**config.mk**
```make
export PLATFORM = sky130hd
export DESIGN_NAME = vga_fb_arbiter
export DESIGN_NICKNAME = d
export VERILOG_FILES = /design/src/rtl/vga_fb_arbiter.sv
export SDC_FILE = /design/constraint.sdc
export NUM_CORES = 1
export LEC_CHECK = 0
export ABC_AREA = 1
export CAP_MARGIN = 20
export CELL_PAD_IN_SITES_DETAIL_PLACEMENT = 1
export CELL_PAD_IN_SITES_GLOBAL_PLACEMENT = 1
export CORE_MARGIN = 4
export CORE_UTILIZATION = 47
export CTS_BUF_LIST = sky130_fd_sc_hd__clkbuf_2 sky130_fd_sc_hd__clkbuf_4 sky130_fd_sc_hd__clkbuf_8
export CTS_CLUSTER_DIAMETER = 120
export DETAILED_ROUTE_END_ITERATION = 8
export PLACE_DENSITY = 0.91
export SYNTH_ARGS = -nofsm -noshare
export SYNTH_HDL_FRONTEND = slang
export SYNTH_SLANG_ARGS = --single-unit
```
**constraint.sdc**
```tcl
create_clock -name clk -period 8.4 [get_ports clk]
set_clock_uncertainty 0.1 [all_clocks]
set_input_delay 1.68 -clock clk [delete_from_list [all_inputs] [get_ports clk]]
set_output_delay 1.68 -clock clk [all_outputs]
set_load 0.005 [all_outputs]
```
**src/rtl/vga_fb_arbiter.sv**
```systemverilog
// Arbitrates one single-port frame-buffer RAM between VGA scan-out prefetch and a pixel writer.
// Defining VGA_FB_ARBITER_STATS_EN adds writer-stall and underflow statistics counters.
module vga_fb_arbiter #(
    parameter int unsigned AW         = 17,
    parameter int unsigned NPIX       = 76800,
    parameter int unsigned DW         = 12,
    parameter int unsigned FIFO_DEPTH = 8,
    parameter int unsigned LOW_WATER  = 4
) (
    input  logic          clk,
    input  logic          clr_n,
    input  logic          frame_start,
    input  logic          pixel_en,
    output logic [DW-1:0] pix_rgb,
    input  logic          wr_req,
    input  logic [AW-1:0] wr_addr,
    input  logic [DW-1:0] wr_data,
    output logic          wr_gnt,
    output logic [AW-1:0] mem_addr,
    output logic          mem_we,
    output logic [DW-1:0] mem_wdata,
    input  logic [DW-1:0] mem_rdata,
    output logic          underflow
`ifdef VGA_FB_ARBITER_STATS_EN
    ,
    output logic [15:0]   stat_wr_stall,
    output logic [7:0]    stat_underflows
`endif
);

    localparam int unsigned PW = $clog2(FIFO_DEPTH);
    localparam int unsigned LW = PW + 1;

    typedef enum logic [1:0] {
        S_IDLE  = 2'd0,
        S_PRIME = 2'd1,
        S_RUN   = 2'd2,
        S_DONE  = 2'd3
    } state_e;

    state_e        state_q, state_d;
    logic [DW-1:0] fifo_q [FIFO_DEPTH];
    logic [DW-1:0] fifo_d [FIFO_DEPTH];
    logic [PW-1:0] wr_ptr_q, wr_ptr_d;
    logic [PW-1:0] rd_ptr_q, rd_ptr_d;
    logic [LW-1:0] level_q, level_d;
    logic [AW-1:0] rd_addr_q, rd_addr_d;
    logic          inflight_q, inflight_d;
    logic [DW-1:0] pix_q, pix_d;
    logic          uf_q, uf_d;

    logic [LW-1:0] occ_c;
    logic [LW-1:0] occ_next_c;
    logic          eligible_c;
    logic          rd_gnt_c;
    logic          wr_gnt_c;
    logic          push_c;
    logic          pop_c;
    logic          pop_hit_c;
    logic          pop_empty_c;
    logic          last_rd_c;

    // One grant per cycle; occupancy counts the read still in flight so the FIFO cannot overflow.
    always_comb begin
        occ_c      = level_q + LW'(inflight_q);
        eligible_c = (occ_c < LW'(FIFO_DEPTH)) && (rd_addr_q < AW'(NPIX));
        rd_gnt_c   = 1'b0;
        wr_gnt_c   = 1'b0;
        if (clr_n) begin
            case (state_q)
                S_IDLE, S_DONE: wr_gnt_c = wr_req;
                S_PRIME: begin
                    if (eligible_c) rd_gnt_c = 1'b1;
                    else            wr_gnt_c = wr_req;
                end
                S_RUN: begin
                    if (eligible_c && (occ_c < LW'(LOW_WATER))) rd_gnt_c = 1'b1;
                    else if (wr_req)                             wr_gnt_c = 1'b1;
                    else if (eligible_c)                         rd_gnt_c = 1'b1;
                end
                default: ;
            endcase
        end
    end

    assign wr_gnt    = wr_gnt_c;
    assign mem_we    = wr_gnt_c;
    assign mem_addr  = rd_gnt_c ? rd_addr_q : (wr_gnt_c ? wr_addr : '0);
    assign mem_wdata = wr_data;

    // FIFO, read pointer and state sequencing; frame_start overrides with a flush.
    always_comb begin
        state_d    = state_q;
        fifo_d     = fifo_q;
        wr_ptr_d   = wr_ptr_q;
        rd_ptr_d   = rd_ptr_q;
        rd_addr_d  = rd_addr_q;
        pix_d      = pix_q;
        uf_d       = uf_q;
        inflight_d = rd_gnt_c;

        push_c      = inflight_q && !frame_start;
        pop_c       = pixel_en && !frame_start;
        pop_hit_c   = pop_c && (level_q != '0);
        pop_empty_c = pop_c && (level_q == '0);
        last_rd_c   = rd_gnt_c && (rd_addr_q == AW'(NPIX - 1));

        if (rd_gnt_c) rd_addr_d = rd_addr_q + AW'(1);
        if (push_c) begin
            fifo_d[wr_ptr_q] = mem_rdata;
            wr_ptr_d         = wr_ptr_q + PW'(1);
        end
        if (pop_hit_c) begin
            pix_d    = fifo_q[rd_ptr_q];
            rd_ptr_d = rd_ptr_q + PW'(1);
        end else if (pop_empty_c) begin
            pix_d = '0;
            uf_d  = 1'b1;
        end
        level_d    = level_q + LW'(push_c) - LW'(pop_hit_c);
        occ_next_c = level_d + LW'(inflight_d);

        case (state_q)
            S_PRIME: if (occ_next_c == LW'(FIFO_DEPTH)) state_d = S_RUN;
            S_RUN:   if (last_rd_c) state_d = S_DONE;
            default: ;
        endcase

        if (frame_start) begin
            state_d    = S_PRIME;
            wr_ptr_d   = '0;
            rd_ptr_d   = '0;
            level_d    = '0;
            rd_addr_d  = '0;
            inflight_d = 1'b0;
            if (pixel_en) pix_d = '0;
        end
    end

    always_ff @(posedge clk) begin
        if (!clr_n) begin
            state_q    <= S_IDLE;
            wr_ptr_q   <= '0;
            rd_ptr_q   <= '0;
            level_q    <= '0;
            rd_addr_q  <= '0;
            inflight_q <= 1'b0;
            pix_q      <= '0;
            uf_q       <= 1'b0;
        end else begin
            state_q    <= state_d;
            wr_ptr_q   <= wr_ptr_d;
            rd_ptr_q   <= rd_ptr_d;
            level_q    <= level_d;
            rd_addr_q  <= rd_addr_d;
            inflight_q <= inflight_d;
            pix_q      <= pix_d;
            uf_q       <= uf_d;
        end
    end

    // Storage only; stale entries are never observed because level gates every pop.
    always_ff @(posedge clk) begin
        fifo_q <= fifo_d;
    end

    assign pix_rgb   = pix_q;
    assign underflow = uf_q;

`ifdef VGA_FB_ARBITER_STATS_EN
    logic [15:0] stall_q, stall_d;
    logic [7:0]  ufcnt_q, ufcnt_d;

    // Saturating counters, cleared at each frame start.
    always_comb begin
        stall_d = stall_q;
        ufcnt_d = ufcnt_q;
        if (frame_start) begin
            stall_d = '0;
            ufcnt_d = '0;
        end else begin
            if (wr_req && !wr_gnt_c && (stall_q != '1)) stall_d = stall_q + 16'd1;
            if (pop_empty_c && (ufcnt_q != '1))         ufcnt_d = ufcnt_q + 8'd1;
        end
    end

    always_ff @(posedge clk) begin
        if (!clr_n) begin
            stall_q <= '0;
            ufcnt_q <= '0;
        end else begin
            stall_q <= stall_d;
            ufcnt_q <= ufcnt_d;
        end
    end

    assign stat_wr_stall   = stall_q;
    assign stat_underflows = ufcnt_q;
`endif

endmodule
```
==> flow_summary.html, run 1 <==
<table>
<tr><th>Metric</th><th>Value</th></tr>
<tr><th colspan="2">Timing</th></tr>
<tr><td>Number of endpoints with negative hold slack in the final report</td><td>0</td></tr>
<tr><td>Final count of pins violating max slew</td><td>0</td></tr>
<tr><td>Unrepaired setup endpoints after global routing</td><td>false</td></tr>
<tr><td>Time the worst path needs with I/O delays and setup</td><td>5.62 ns</td></tr>
<tr><td>Count of final setup violators</td><td>0</td></tr>
<tr><td>Fmax</td><td>178 MHz</td></tr>
<tr><td>Worst slew margin relative to its limit</td><td>approximately 33%</td></tr>
<tr><td>Slew at the pin closest to its max-slew limit</td><td>1.00 ns</td></tr>
<tr><td>Aggregate negative setup slack</td><td>0 ns</td></tr>
<tr><td>Final critical-path share of the clock period</td><td>66.9%</td></tr>
<tr><th colspan="2">Clocking</th></tr>
<tr><td>Number of levels in the clock H-tree</td><td>4</td></tr>
<tr><td>Root buffer cell</td><td>sky130_fd_sc_hd__clkbuf_8</td></tr>
<tr><td>Later-pin clock latency in the skew report</td><td>between 0.4 and 0.5 ns</td></tr>
<tr><td>CTS-repair resized insts</td><td>0</td></tr>
<tr><td>CTS tree</td><td>yes</td></tr>
<tr><td>Number of sinks on the clock net</td><td>139</td></tr>
<tr><td>Worst-path clk slew</td><td>0.08 ns</td></tr>
<tr><td>CTS buffer count</td><td>17</td></tr>
<tr><td>Deepest clock path buffer count</td><td>2</td></tr>
<tr><td>Count of buffers added by post-CTS timing repair for setup</td><td>0</td></tr>
<tr><td>Number of hold-repair buffers added at the cts stage</td><td>0</td></tr>
<tr><th colspan="2">GRT</th></tr>
<tr><td>Number of antenna violations at the first check in global routing</td><td>0</td></tr>
<tr><td>Number of global-route vias before repair</td><td>5,376</td></tr>
<tr><td>Wire length of the first global-routing pass</td><td>between 20,000 and 30,000 um</td></tr>
<tr><td>Global router's overall resource usage</td><td>21.9%</td></tr>
<tr><td>GRT overflow</td><td>0</td></tr>
<tr><td>Largest net degree at the start of global routing</td><td>53</td></tr>
<tr><th colspan="2">Route</th></tr>
<tr><td>M1 WL</td><td>6940 um</td></tr>
<tr><td>Routed wire per std cell</td><td>about 20 um</td></tr>
<tr><td>Number of detailed-route iterations in the first pass</td><td>4</td></tr>
<tr><td>Average vias per placed instance</td><td>5.60</td></tr>
<tr><td>Vias post-DR</td><td>4,881</td></tr>
<tr><td>Iteration-0 DRC count of the detailed router</td><td>312</td></tr>
<tr><td>Amount of wire on met2 after detailed routing</td><td>8980 um</td></tr>
<tr><td>Top Layer Used</td><td>met4</td></tr>
<tr><td>Residual antenna-violating net count after detailed routing</td><td>0</td></tr>
<tr><td>Met3 routed WL</td><td>between 800 and 900 um</td></tr>
<tr><td>DRC violations left</td><td>0</td></tr>
<tr><td>Wirelength, routed</td><td>17,200 um</td></tr>
<tr><th colspan="2">Place</th></tr>
<tr><td>Port Buf Inserts</td><td>65</td></tr>
<tr><td>Detailed placer's ending HPWL</td><td>around 11,000 um</td></tr>
<tr><td>Weighted congestion reported at the end of routability-driven placement</td><td>0.834</td></tr>
<tr><td>Cell area after placement</td><td>7020 um2</td></tr>
<tr><th colspan="2">Yosys</th></tr>
<tr><td>Proportion of netlist area held by the largest area contributor</td><td>a little under half</td></tr>
<tr><td>Synthesized net count</td><td>roughly 690</td></tr>
<tr><td>Cell types with the highest counts after synthesis</td><td>121 x sky130_fd_sc_hd__nand2_1, 96 x sky130_fd_sc_hd__edfxtp_1, 73 x sky130_fd_sc_hd__nor2_1</td></tr>
<tr><td>Syn Std Cell Area</td><td>6350 um2</td></tr>
<tr><td>Synthesized netlist cell count</td><td>629</td></tr>
<tr><td>Number of distinct library cell variants in the gate-level netlist after synthesis</td><td>36</td></tr>
<tr><td>Number of synthesized register bits</td><td>139</td></tr>
<tr><td>Most used standard cell by instance count after synthesis</td><td>sky130_fd_sc_hd__nand2_1</td></tr>
<tr><td>Count of flip-flops with a built-in enable after synthesis</td><td>96</td></tr>
<tr><td>Sequential-to-total area share from yosys stat</td><td>59.0%</td></tr>
<tr><td>Post-Synthesis Mean Instance Area</td><td>10.1 um2</td></tr>
<tr><td>Async SR Flop Fraction</td><td>0%</td></tr>
<tr><td>Top cells by area in the synthesized netlist</td><td>sky130_fd_sc_hd__edfxtp_1 45%, sky130_fd_sc_hd__dfxtp_1 14%, sky130_fd_sc_hd__nand2_1 7.2%, sky130_fd_sc_hd__nor2_1 4.3%, sky130_fd_sc_hd__mux2i_1 2.8%</td></tr>
<tr><td>Syn. warnings</td><td>0</td></tr>
<tr><td>Most used flip-flop cell after synthesis</td><td>sky130_fd_sc_hd__edfxtp_1</td></tr>
<tr><td>Yosys top cell by area</td><td>sky130_fd_sc_hd__edfxtp_1</td></tr>
<tr><th colspan="2">Cells and area</th></tr>
<tr><td>Proportion of layout cells with a drive suffix above 1</td><td>about 7.6%</td></tr>
<tr><td>Final instance area</td><td>7520 um2</td></tr>
<tr><td>Number of diodes</td><td>0</td></tr>
<tr><td>Nets</td><td>742</td></tr>
<tr><td>Area overhead of the layout relative to synthesis</td><td>18.5%</td></tr>
<tr><th colspan="2">Setup path</th></tr>
<tr><td>Maximum fanout count along the critical path</td><td>36</td></tr>
<tr><td>Arrival time at the worst endpoint</td><td>3.84 ns</td></tr>
<tr><td>Critical path's most frequent cell</td><td>sky130_fd_sc_hd__nand2_1</td></tr>
<tr><td>Endpoint required time on the critical path</td><td>6.62 ns</td></tr>
<tr><td>Worst setup SP type</td><td>input pin</td></tr>
<tr><td>Delay of the slowest critical-path stage</td><td>approximately 0.54 ns</td></tr>
<tr><td>Cell at the slowest stage of the critical path</td><td>sky130_fd_sc_hd__clkdlybuf4s50_1</td></tr>
<tr><td>CP Capture Type</td><td>output port</td></tr>
<tr><td>Crit path cell chain</td><td>clkdlybuf4s50_1 &gt; nand3_1 &gt; nand2_1 &gt; nand2_1 &gt; and2_4 &gt; inv_6 &gt; nand2_1 &gt; o21ai_1 &gt; clkdlybuf4s50_1</td></tr>
<tr><td>Crit Path Category</td><td>in2out</td></tr>
<tr><th colspan="2">Power and ir drop</th></tr>
<tr><td>Peak supply drop</td><td>0.0889 mV</td></tr>
<tr><td>Total power density per cell area</td><td>184 nW/um2</td></tr>
<tr><td>Pleak</td><td>0.00250 uW</td></tr>
<tr><th colspan="2">Die</th></tr>
<tr><td>Chip width</td><td>124 um</td></tr>
<tr><td>Site row count</td><td>42</td></tr>
<tr><td>Die outline area</td><td>between 15,000 and 20,000 um2</td></tr>
<tr><td>Die Height</td><td>124 um</td></tr>
<tr><td>Initial core utilization</td><td>a little under half</td></tr>
<tr><td>Placeable core area</td><td>13,200 um2</td></tr>
<tr><td>I/O pin total</td><td>90</td></tr>
<tr><th colspan="2">Worst hold path</th></tr>
<tr><td>Worst hold path class</td><td>reg2reg</td></tr>
<tr><th colspan="2">Flow run</th></tr>
<tr><td>Max-cap violations</td><td>0</td></tr>
<tr><th colspan="2">Outcome</th></tr>
<tr><td>Status</td><td>complete, no violations</td></tr>
</table>
[logic make-up after synthesis]
group                      share of synthesized area (%)
and+or+nand+nor                                     15.6
DFF                                                 59.0
AOI/OAI and AO/OA                                   11.1
buffers and inverters                               7.06
muxes                                               2.84
adders and majority gates                           2.88
xor gates and xnor gates                            1.52
[routing by layer]
layer  vias up  GRT usage (%)
met5         -              0
met4         0           9.22
met3        35           4.38
met2       154           38.9
met1      2410           25.6
li1       2282              -
[path summary, 6_finish.rpt]
path / start / end / slack (ns) / cells after the start
setup / recovery: wr_req / mem_addr[13] / 2.78 / 9
hold / removal: underflow / underflow / 0.37 / 2
setup reg to reg: level_q[2] / state_q[0] / 4.97 / 17
hold reg to reg: underflow / underflow / 0.37 / 2
[metrics by stage]
stage	setup WS (ns)	hold WS [ns]	cells	total power [uW]	util, %
after floorplan	3.71	0.345	629	776	-
after global placement	2.46	0.343	836	802	53.0
after detailed placement	2.19	0.354	836	805	53.0
after CTS	2.61	0.372	868	1390	56.3
after global routing	2.66	0.381	871	1430	56.8
final	2.78	0.366	871	1380	56.8
[worst max-delay path: cells and delay by family]
kind,cells,cell delay [ns]
buf+inv,3,1.31
compound gates,1,0.14
simple gates,5,0.69
[placed cells by master, fill, tap and decap left out, types with 4 or more instances in the layout]
| cell type | synthesis | final |
|---|---|---|
| sky130_fd_sc_hd__bufinv_16 | 0 | 4 |
| sky130_fd_sc_hd__dfxtp_1 | 43 | 42 |
| sky130_fd_sc_hd__nand4_1 | 9 | 9 |
| sky130_fd_sc_hd__o211ai_1 | 6 | 6 |
| sky130_fd_sc_hd__nand2_1 | 121 | 121 |
| sky130_fd_sc_hd__o221ai_1 | 18 | 18 |
| sky130_fd_sc_hd__nor3_1 | 7 | 7 |
| sky130_fd_sc_hd__mux2i_1 | 18 | 18 |
| sky130_fd_sc_hd__o32ai_1 | 6 | 6 |
| sky130_fd_sc_hd__inv_1 | 43 | 43 |
| sky130_fd_sc_hd__buf_4 | 13 | 10 |
| sky130_fd_sc_hd__clkdlybuf4s50_1 | 0 | 65 |
| sky130_fd_sc_hd__xnor2_1 | 4 | 4 |
| sky130_fd_sc_hd__edfxtp_1 | 96 | 96 |
| sky130_fd_sc_hd__a21oi_1 | 35 | 35 |
| sky130_fd_sc_hd__nand3_1 | 22 | 22 |
| sky130_fd_sc_hd__nor2_1 | 73 | 73 |
| sky130_fd_sc_hd__o21ai_1 | 17 | 17 |
| sky130_fd_sc_hd__ha_1 | 13 | 13 |
| sky130_fd_sc_hd__o21ai_0 | 32 | 32 |
| sky130_fd_sc_hd__clkinv_4 | 0 | 5 |
| sky130_fd_sc_hd__xor2_1 | 7 | 7 |
| sky130_fd_sc_hd__clkbuf_8 | 0 | 17 |
[cell type report]
class	count	area, um2
flip-flops and latches	139	3740
inverters	46	178
well taps	176	220
multi-input cells	400	2160
clock buffers	18	241
clock inverters	14	196
repair buffers	78	785
fillers	1466	5720
[registers in the layout (all words and copies together) (netlist names)]
name        cells
fifo_q         96
rd_addr_q      17
pix_rgb        12
level_q         4
rd_ptr_q        3
wr_ptr_q        3
state_q         2
inflight_q      1
underflow       1
[where the power goes]
group	total [uW]	leakage (uW)	internal, uW	switching (uW)
logic	57.4	0.00108	27.0	30.3
clock network	595	0.000214	328	267
registers	733	0.00121	732	1.24
Note: power is estimated with default switching activity, not from simulation.
==> inputs of run 2 (changes only) <==
--- a/config.mk
+++ b/config.mk
@@ -10,11 +10,11 @@
 export CELL_PAD_IN_SITES_DETAIL_PLACEMENT = 1
 export CELL_PAD_IN_SITES_GLOBAL_PLACEMENT = 1
 export CORE_MARGIN = 4
-export CORE_UTILIZATION = 47
+export CORE_UTILIZATION = 44
 export CTS_BUF_LIST = sky130_fd_sc_hd__clkbuf_2 sky130_fd_sc_hd__clkbuf_4 sky130_fd_sc_hd__clkbuf_8
 export CTS_CLUSTER_DIAMETER = 120
 export DETAILED_ROUTE_END_ITERATION = 8
-export PLACE_DENSITY = 0.91
+export PLACE_DENSITY = 0.86
 export SYNTH_ARGS = -nofsm -noshare
 export SYNTH_HDL_FRONTEND = slang
 export SYNTH_SLANG_ARGS = --single-unit
==> constraint.sdc (replaced) <==
create_clock -name clk -period 5.3 [get_ports clk]
set_clock_uncertainty 0.1 [all_clocks]
set_input_delay 1.06 -clock clk [delete_from_list [all_inputs] [get_ports clk]]
set_output_delay 1.06 -clock clk [all_outputs]
set_load 0.005 [all_outputs]
==> run 2 against run 1 <==
Effect of this change:
- sequential share of layout area is 0.29 points lower
- final area increased by 0.58%
- die area is 6.4% higher
- worst hold slack improved by 0.010 ns
- final cell count is 0.34% higher
- power rose by 66%
- sequential cell count stayed put
- combinational power rose by 59%
- sequential power increased by 58%
- clock-buffer cell count is 2 higher
- global-route usage shrank 0.49 points
- clock power up 75%
==> flow_summary.html, run 2 (synthesis gave the netlist of run 1 again) <==
<table>
<tr><th>Metric</th><th>Value</th></tr>
<tr><th colspan="2">Outcome</th></tr>
<tr><td>Status</td><td>complete, no violations (unchanged)</td></tr>
<tr><th colspan="2">Cells and area</th></tr>
<tr><td>Final std cells w/o fill</td><td>874 (was 871)</td></tr>
<tr><td>Number of diodes</td><td>0 (unchanged)</td></tr>
<tr><td>Register with the highest flop count</td><td>fifo_q (unchanged)</td></tr>
<tr><td>Proportion of layout cells with a drive suffix above 1</td><td>7.93% (was 7.63%)</td></tr>
<tr><td>Area overhead of the layout relative to synthesis</td><td>19.2% (was 18.5%)</td></tr>
<tr><td>Max reg flops</td><td>96 (unchanged)</td></tr>
<tr><td>Area taken by multi-input logic gates</td><td>2160 um2 (about the same)</td></tr>
<tr><td>Flip-flop and latch area</td><td>3740 um2 (unchanged)</td></tr>
<tr><td>Nets</td><td>741 (was 742)</td></tr>
<tr><td>Number of filler cells placed in the layout</td><td>1,561 (was 1,466)</td></tr>
<tr><td>Commonest cells after routing, fill and taps aside</td><td>121 x sky130_fd_sc_hd__nand2_1, 96 x sky130_fd_sc_hd__edfxtp_1, 71 x sky130_fd_sc_hd__nor2_1 (was 121 x sky130_fd_sc_hd__nand2_1, 96 x sky130_fd_sc_hd__edfxtp_1, 73 x sky130_fd_sc_hd__nor2_1)</td></tr>
<tr><td>Leading cell type in the layout, fill and taps excluded</td><td>sky130_fd_sc_hd__nand2_1 (unchanged)</td></tr>
<tr><th colspan="2">Setup path</th></tr>
<tr><td>Last element of the critical path</td><td>mem_addr[16] (was mem_addr[13])</td></tr>
<tr><td>Worst setup SP type</td><td>input pin (unchanged)</td></tr>
<tr><td>Capture instance of the worst register-to-register path</td><td>state_q[0] (unchanged)</td></tr>
<tr><td>Arrival time at the worst endpoint</td><td>3.15 ns (was 3.84 ns)</td></tr>
<tr><td>CP Capture Type</td><td>output port (unchanged)</td></tr>
<tr><td>Logic depth of the worst register-to-register path</td><td>17 (unchanged)</td></tr>
<tr><td>Maximum fanout count along the critical path</td><td>36 (unchanged)</td></tr>
<tr><td>Endpoint required time on the critical path</td><td>4.14 ns (was 6.62 ns)</td></tr>
<tr><td>Reg2Reg Setup Slack</td><td>1.98 ns (was 4.97 ns)</td></tr>
<tr><td>Beginning of the critical path</td><td>wr_req (unchanged)</td></tr>
<tr><td>FF-to-FF Start</td><td>level_q[2] (unchanged)</td></tr>
<tr><td>Crit Path Category</td><td>in2out (unchanged)</td></tr>
<tr><th colspan="2">Timing</th></tr>
<tr><td>Aggregate negative setup slack</td><td>0 ns (unchanged)</td></tr>
<tr><td>Worst slew margin relative to its limit</td><td>32.7% (was 32.8%)</td></tr>
<tr><td>Time the worst path needs with I/O delays and setup</td><td>4.31 ns</td></tr>
<tr><td>Count of final setup violators</td><td>0 (unchanged)</td></tr>
<tr><td>Final critical-path share of the clock period</td><td>between 80% and 90%</td></tr>
<tr><td>Worst setup slack after layout</td><td>0.985 ns (was 2.78 ns)</td></tr>
<tr><td>Slew at the pin closest to its max-slew limit</td><td>1.01 ns (was 1.00 ns)</td></tr>
<tr><td>Final count of pins violating max slew</td><td>0 (unchanged)</td></tr>
<tr><td>Number of endpoints with negative hold slack in the final report</td><td>0 (unchanged)</td></tr>
<tr><td>Fmax</td><td>232 MHz</td></tr>
<tr><td>Unrepaired setup endpoints after global routing</td><td>false (unchanged)</td></tr>
<tr><th colspan="2">Flow run</th></tr>
<tr><td>Max-cap violations</td><td>0 (unchanged)</td></tr>
<tr><th colspan="2">Clocking</th></tr>
<tr><td>Number of hold-repair buffers added at the cts stage</td><td>0 (unchanged)</td></tr>
<tr><td>Later-pin clock latency in the skew report</td><td>0.46 ns (was 0.44 ns)</td></tr>
<tr><td>Number of sinks on the clock net</td><td>139 (unchanged)</td></tr>
<tr><td>CTS-repair resized insts</td><td>0 (unchanged)</td></tr>
<tr><td>Worst-path clk slew</td><td>0.07 ns (was 0.08 ns)</td></tr>
<tr><td>CTS tree</td><td>yes (unchanged)</td></tr>
<tr><td>Count of buffers added by post-CTS timing repair for setup</td><td>0 (unchanged)</td></tr>
<tr><td>Deepest clock path buffer count</td><td>2 (unchanged)</td></tr>
<tr><td>Root buffer cell</td><td>sky130_fd_sc_hd__clkbuf_8 (unchanged)</td></tr>
<tr><td>Number of levels in the clock H-tree</td><td>4 (unchanged)</td></tr>
<tr><td>CTS buffer count</td><td>17 (unchanged)</td></tr>
<tr><th colspan="2">Power and ir drop</th></tr>
<tr><td>Pleak</td><td>0.00251 uW (was 0.00250 uW)</td></tr>
<tr><td>Total power density per cell area</td><td>303 nW/um2 (was 184 nW/um2)</td></tr>
<tr><td>Peak supply drop</td><td>0.159 mV (was 0.0889 mV)</td></tr>
<tr><th colspan="2">Die</th></tr>
<tr><td>Chip width</td><td>128 um (was 124 um)</td></tr>
<tr><td>Initial core utilization</td><td>45.4% (was 47.9%)</td></tr>
<tr><td>Die Height</td><td>128 um (was 124 um)</td></tr>
<tr><td>I/O pin total</td><td>90 (unchanged)</td></tr>
<tr><td>Site row count</td><td>43 (was 42)</td></tr>
<tr><td>Die outline area</td><td>16,400 um2 (was 15,400 um2)</td></tr>
<tr><td>Placeable core area</td><td>14,000 um2 (was 13,200 um2)</td></tr>
<tr><th colspan="2">Place</th></tr>
<tr><td>Placed cell count</td><td>840 (was 836)</td></tr>
<tr><td>Detailed placer's ending HPWL</td><td>11,100 um (was 11,200 um)</td></tr>
<tr><td>Weighted congestion reported at the end of routability-driven placement</td><td>0.839 (was 0.834)</td></tr>
<tr><td>Port Buf Inserts</td><td>65 (unchanged)</td></tr>
<tr><td>Pre-CTS setup slack</td><td>0.649 ns (was 2.19 ns)</td></tr>
<tr><th colspan="2">Worst hold path</th></tr>
<tr><td>Hold path depth</td><td>2 (unchanged)</td></tr>
<tr><td>Worst hold path class</td><td>reg2reg (unchanged)</td></tr>
<tr><th colspan="2">Route</th></tr>
<tr><td>Vias post-DR</td><td>4,794 (was 4,881)</td></tr>
<tr><td>Iteration-0 DRC count of the detailed router</td><td>334 (was 312)</td></tr>
<tr><td>Average vias per placed instance</td><td>5.49 (was 5.60)</td></tr>
<tr><td>Residual antenna-violating net count after detailed routing</td><td>0 (unchanged)</td></tr>
<tr><td>DRC violations left</td><td>0 (unchanged)</td></tr>
<tr><td>Routed wire per std cell</td><td>19.5 um (was 19.7 um)</td></tr>
<tr><td>Number of detailed-route iterations in the first pass</td><td>5 (was 4)</td></tr>
<tr><td>Wirelength, routed</td><td>17,000 um (was 17,200 um)</td></tr>
<tr><th colspan="2">GRT</th></tr>
<tr><td>GRT overflow</td><td>0 (unchanged)</td></tr>
<tr><td>Largest net degree at the start of global routing</td><td>53 (unchanged)</td></tr>
<tr><td>Wire length of the first global-routing pass</td><td>27,100 um (about the same)</td></tr>
<tr><td>Number of antenna violations at the first check in global routing</td><td>0 (unchanged)</td></tr>
<tr><td>Global router's overall resource usage</td><td>21.4% (was 21.9%)</td></tr>
<tr><td>Number of global-route vias before repair</td><td>5,230 (was 5,376)</td></tr>
</table>
## run 2: cell types whose count changed in the layout (fill, tap and decap cells not counted), moves of 2 or more
| cell | delta |
|---|---|
| sky130_fd_sc_hd__clkinv_4 | -5 |
| sky130_fd_sc_hd__bufinv_16 | +2 |
| sky130_fd_sc_hd__clkinvlp_4 | +2 |
| sky130_fd_sc_hd__nor2_1 | -2 |
| sky130_fd_sc_hd__nor2_2 | +2 |
## run 2: power by group
group | switching, uW | leakage, uW | internal, uW
Clock | 413 | 0.000232 | 628
Sequential | 2.04 | 0.00121 | 1160
Combinational | 48.1 | 0.00107 | 43.2
## run 2: metrics by stage
step / area (um2) / hold WS (ns) / util [%] / power [uW]
6_report: 7560 / 0.376 / 54.1 / 2290
5_1_grt: 7560 / 0.395 / 54.1 / 2360
4_1_cts: 7520 / 0.380 / 53.7 / 2310
3_5_place_dp: 7030 / 0.361 / 50.3 / 1280
3_3_place_gp: 7030 / 0.349 / 50.3 / 1270
2_1_floorplan: 6350 / 0.345 / - / 1230
## run 2: critical path: stages
cell                              delay, ns
sky130_fd_sc_hd__clkdlybuf4s50_1       0.49
sky130_fd_sc_hd__nand3_1               0.11
sky130_fd_sc_hd__nand2_1               0.07
sky130_fd_sc_hd__nand2_1               0.07
sky130_fd_sc_hd__and2_4                0.29
sky130_fd_sc_hd__inv_6                 0.25
sky130_fd_sc_hd__nand2_1               0.07
sky130_fd_sc_hd__o21ai_0               0.18
sky130_fd_sc_hd__clkdlybuf4s50_1       0.54
## run 2: worst min-delay path by stage
| stage | start | to | slack [ns] |
|---|---|---|---|
| after global placement | underflow | underflow | 0.35 |
| after CTS | underflow | underflow | 0.38 |
| after detailed placement | pix_rgb[3] | pix_rgb[3] | 0.36 |
| after global routing | underflow | underflow | 0.39 |
| final | underflow | underflow | 0.38 |
| after floorplan | underflow | underflow | 0.34 |
## run 2: area by class of cell
| class | instances | share of cell area, % |
|---|---|---|
| multi-input combinational | 400 | 28.6 |
| inverter | 46 | 2.35 |
| clock inverter | 12 | 2.91 |
| tap | 180 | 2.98 |
| sequential | 139 | 49.5 |
| clock buffer | 20 | 3.47 |
| timing repair buffer | 77 | 10.2 |
## run 2: metal layers
layer	share of wire (%)	track usage [%]	wire length (um)
met5	0	0	0
met3	5.1	4.96	859
met2	53	38.3	9030
met4	2.0	7.99	336
met1	40	24.9	6780
==> inputs of run 3 (changes only) <==
==> constraint.sdc (replaced) <==
create_clock -name clk -period 4.2 [get_ports clk]
set_clock_uncertainty 0.1 [all_clocks]
set_input_delay 0.84 -clock clk [delete_from_list [all_inputs] [get_ports clk]]
set_output_delay 0.84 -clock clk [all_outputs]
set_load 0.005 [all_outputs]
==> run 3 against run 2 <==
Effect of this change:
- final area decreased by 0.65%
- combinational power increased by 26%
- via count increased by 1.1%
- sequential cell count unchanged
- critical path depth unchanged
- critical path type unchanged
==> flow_summary.html, run 3 (synthesis gave the netlist of run 1 again) <==
<table>
<tr><th>Metric</th><th>Value</th></tr>
<tr><th colspan="2">Outcome</th></tr>
<tr><td>Status</td><td>complete, no violations (unchanged)</td></tr>
<tr><th colspan="2">Power and ir drop</th></tr>
<tr><td>Pleak</td><td>0.00250 uW (was 0.00251 uW)</td></tr>
<tr><td>Peak supply drop</td><td>0.210 mV (was 0.159 mV)</td></tr>
<tr><td>Total power density per cell area</td><td>365 nW/um2 (was 303 nW/um2)</td></tr>
<tr><th colspan="2">Worst hold path</th></tr>
<tr><td>Worst hold path class</td><td>reg2reg (unchanged)</td></tr>
<tr><th colspan="2">Setup path</th></tr>
<tr><td>Critical path's most frequent cell</td><td>sky130_fd_sc_hd__nand2_1 (unchanged)</td></tr>
<tr><td>Delay of the slowest critical-path stage</td><td>0.50 ns (was 0.54 ns)</td></tr>
<tr><td>Beginning of the critical path</td><td>wr_req (unchanged)</td></tr>
<tr><td>CP Capture Type</td><td>output port (unchanged)</td></tr>
<tr><td>Logic depth of the worst register-to-register path</td><td>17 (unchanged)</td></tr>
<tr><td>Reg2Reg Setup Slack</td><td>0.83 ns (was 1.98 ns)</td></tr>
<tr><td>Crit Path Category</td><td>in2out (unchanged)</td></tr>
<tr><td>Worst setup SP type</td><td>input pin (unchanged)</td></tr>
<tr><td>Capture instance of the worst register-to-register path</td><td>state_q[0] (unchanged)</td></tr>
<tr><td>Endpoint required time on the critical path</td><td>3.26 ns (was 4.14 ns)</td></tr>
<tr><td>Last element of the critical path</td><td>mem_addr[0] (was mem_addr[16])</td></tr>
<tr><td>Cell at the slowest stage of the critical path</td><td>sky130_fd_sc_hd__clkdlybuf4s50_1 (unchanged)</td></tr>
<tr><td>Crit path cell chain</td><td>clkdlybuf4s50_1 &gt; nand3_1 &gt; nand2_1 &gt; nand2_1 &gt; and2_4 &gt; inv_6 &gt; nand4_1 &gt; nand2_1 &gt; clkdlybuf4s50_1 (was clkdlybuf4s50_1 &gt; nand3_1 &gt; nand2_1 &gt; nand2_1 &gt; and2_4 &gt; inv_6 &gt; nand2_1 &gt; o21ai_0 &gt; clkdlybuf4s50_1)</td></tr>
<tr><td>Arrival time at the worst endpoint</td><td>2.94 ns (was 3.15 ns)</td></tr>
<tr><td>FF-to-FF Start</td><td>level_q[2] (unchanged)</td></tr>
<tr><td>Maximum fanout count along the critical path</td><td>36 (unchanged)</td></tr>
<tr><th colspan="2">Cells and area</th></tr>
<tr><td>Nets</td><td>743 (was 741)</td></tr>
<tr><td>Commonest cells after routing, fill and taps aside</td><td>121 x sky130_fd_sc_hd__nand2_1, 96 x sky130_fd_sc_hd__edfxtp_1, 72 x sky130_fd_sc_hd__nor2_1 (was 121 x sky130_fd_sc_hd__nand2_1, 96 x sky130_fd_sc_hd__edfxtp_1, 71 x sky130_fd_sc_hd__nor2_1)</td></tr>
<tr><td>Area overhead of the layout relative to synthesis</td><td>18.4% (was 19.2%)</td></tr>
<tr><td>Number of diodes</td><td>0 (unchanged)</td></tr>
<tr><td>Number of filler cells placed in the layout</td><td>1,567 (was 1,561)</td></tr>
<tr><td>Max reg flops</td><td>96 (unchanged)</td></tr>
<tr><td>Proportion of layout cells with a drive suffix above 1</td><td>8.19% (was 7.93%)</td></tr>
<tr><td>Layout Utilization</td><td>53.7% (was 54.1%)</td></tr>
<tr><td>Register with the highest flop count</td><td>fifo_q (unchanged)</td></tr>
<tr><td>Leading cell type in the layout, fill and taps excluded</td><td>sky130_fd_sc_hd__nand2_1 (unchanged)</td></tr>
<tr><th colspan="2">Clocking</th></tr>
<tr><td>Count of buffers added by post-CTS timing repair for setup</td><td>0 (unchanged)</td></tr>
<tr><td>Number of levels in the clock H-tree</td><td>4 (unchanged)</td></tr>
<tr><td>Root buffer cell</td><td>sky130_fd_sc_hd__clkbuf_8 (unchanged)</td></tr>
<tr><td>CTS buffer count</td><td>17 (unchanged)</td></tr>
<tr><td>Deepest clock path buffer count</td><td>2 (unchanged)</td></tr>
<tr><td>Worst-path clk slew</td><td>0.07 ns (about the same)</td></tr>
<tr><td>Number of hold-repair buffers added at the cts stage</td><td>0 (unchanged)</td></tr>
<tr><td>Number of sinks on the clock net</td><td>139 (unchanged)</td></tr>
<tr><td>CTS tree</td><td>yes (unchanged)</td></tr>
<tr><td>CTS-repair resized insts</td><td>0 (unchanged)</td></tr>
<tr><td>Later-pin clock latency in the skew report</td><td>0.44 ns (was 0.46 ns)</td></tr>
<tr><th colspan="2">Die</th></tr>
<tr><td>Initial core utilization</td><td>45.4% (unchanged)</td></tr>
<tr><td>I/O pin total</td><td>90 (unchanged)</td></tr>
<tr><td>Site row count</td><td>43 (unchanged)</td></tr>
<tr><td>Die Height</td><td>128 um (unchanged)</td></tr>
<tr><td>Chip width</td><td>128 um (unchanged)</td></tr>
<tr><td>Placeable core area</td><td>14,000 um2 (unchanged)</td></tr>
<tr><td>Die outline area</td><td>16,400 um2 (unchanged)</td></tr>
<tr><th colspan="2">Timing</th></tr>
<tr><td>Worst slew margin relative to its limit</td><td>40.1% (was 32.7%)</td></tr>
<tr><td>Count of final setup violators</td><td>0 (unchanged)</td></tr>
<tr><td>Min Hold Slack</td><td>0.357 ns (was 0.376 ns)</td></tr>
<tr><td>Slew at the pin closest to its max-slew limit</td><td>0.899 ns (was 1.01 ns)</td></tr>
<tr><td>Fmax</td><td>approximately 260 MHz</td></tr>
<tr><td>Time the worst path needs with I/O delays and setup</td><td>3.88 ns</td></tr>
<tr><td>Final count of pins violating max slew</td><td>0 (unchanged)</td></tr>
<tr><td>Number of endpoints with negative hold slack in the final report</td><td>0 (unchanged)</td></tr>
<tr><td>Final critical-path share of the clock period</td><td>92.3%</td></tr>
<tr><td>Unrepaired setup endpoints after global routing</td><td>false (unchanged)</td></tr>
<tr><th colspan="2">Route</th></tr>
<tr><td>Routed wire per std cell</td><td>18.8 um (was 19.5 um)</td></tr>
<tr><td>DRC violations left</td><td>0 (unchanged)</td></tr>
<tr><td>Number of detailed-route iterations in the first pass</td><td>4 (was 5)</td></tr>
<tr><td>Iteration-0 DRC count of the detailed router</td><td>261 (was 334)</td></tr>
<tr><td>Wirelength, routed</td><td>16,500 um (was 17,000 um)</td></tr>
<tr><td>Vias post-DR</td><td>4,845 (was 4,794)</td></tr>
<tr><td>Average vias per placed instance</td><td>5.53 (was 5.49)</td></tr>
<tr><td>Residual antenna-violating net count after detailed routing</td><td>0 (unchanged)</td></tr>
<tr><th colspan="2">Place</th></tr>
<tr><td>Detailed placer's ending HPWL</td><td>10,700 um (was 11,100 um)</td></tr>
<tr><td>Weighted congestion reported at the end of routability-driven placement</td><td>0.840 (was 0.839)</td></tr>
<tr><td>Port Buf Inserts</td><td>65 (unchanged)</td></tr>
<tr><th colspan="2">GRT</th></tr>
<tr><td>Number of antenna violations at the first check in global routing</td><td>1 (was 0)</td></tr>
<tr><td>Peak-usage layer in the global routing report</td><td>met2 (unchanged)</td></tr>
<tr><td>Number of global-route vias before repair</td><td>5,160 (was 5,230)</td></tr>
<tr><td>Routing usage on met1</td><td>23.4% (was 24.9%)</td></tr>
<tr><td>Largest net degree at the start of global routing</td><td>52 (was 53)</td></tr>
<tr><td>Met2 routing resource usage after global routing</td><td>37.6% (was 38.3%)</td></tr>
<tr><td>Global router's overall resource usage</td><td>20.7% (was 21.4%)</td></tr>
<tr><td>GRT overflow</td><td>0 (unchanged)</td></tr>
<tr><td>Global Route met3 Usage</td><td>5.83% (was 4.96%)</td></tr>
<tr><td>Wire length of the first global-routing pass</td><td>26,200 um (was 27,100 um)</td></tr>
<tr><th colspan="2">Flow run</th></tr>
<tr><td>Max-cap violations</td><td>0 (unchanged)</td></tr>
</table>
## run 3: where the power goes
part / total [uW] / switching [uW] / internal [uW]
combinational: 115 / 59.5 / 55.0
sequential: 1470 / 2.51 / 1460
clock: 1160 / 507 / 658
## run 3: cell type report
type	instances	area [um2]	share of cell area, %
Clock buffer	23	298	3.96
Clock inverter	9	135	1.80
Inverter	46	178	2.36
Multi-Input combinational cell	400	2160	28.7
Sequential cell	139	3750	49.8
Tap cell	180	225	3.00
Timing Repair Buffer	79	776	10.3
## run 3: worst min-delay path by stage
stage	start	end	slack, ns	depth (start not counted)
6_report	underflow	underflow	0.36	2
5_1_grt	underflow	underflow	0.40	2
4_1_cts	underflow	underflow	0.36	2
3_5_place_dp	underflow	underflow	0.35	2
3_3_place_gp	underflow	underflow	0.35	2
2_1_floorplan	underflow	underflow	0.34	2
## run 3: critical path: cells and delay by family
family | cells | cell delay, ns
buf+inv | 3 | 1.25
simple gates | 6 | 0.83
## run 3: through the flow
stage / area (um2) / instances / TNS [ns] / worst slack [ns] / total power [uW]
final: 7520 / 876 / 0 / 0.323 / 2750
after global routing: 7520 / 876 / 0 / 0.0895 / 2840
after CTS: 7490 / 875 / 0 / 0.308 / 2760
after detailed placement: 7060 / 843 / -0.0246 / -0.0246 / 1610
after global placement: 7060 / 843 / 0 / 0.148 / 1610
after floorplan: 6350 / 629 / 0 / 0.352 / 1550
## run 3: per-layer routing
layer  share of wire [%]  vias up
li1                    -     2278
met1                  40     2389
met2                  52      153
met3                 6.1       23
met4                 1.4        2
met5               0.079        -
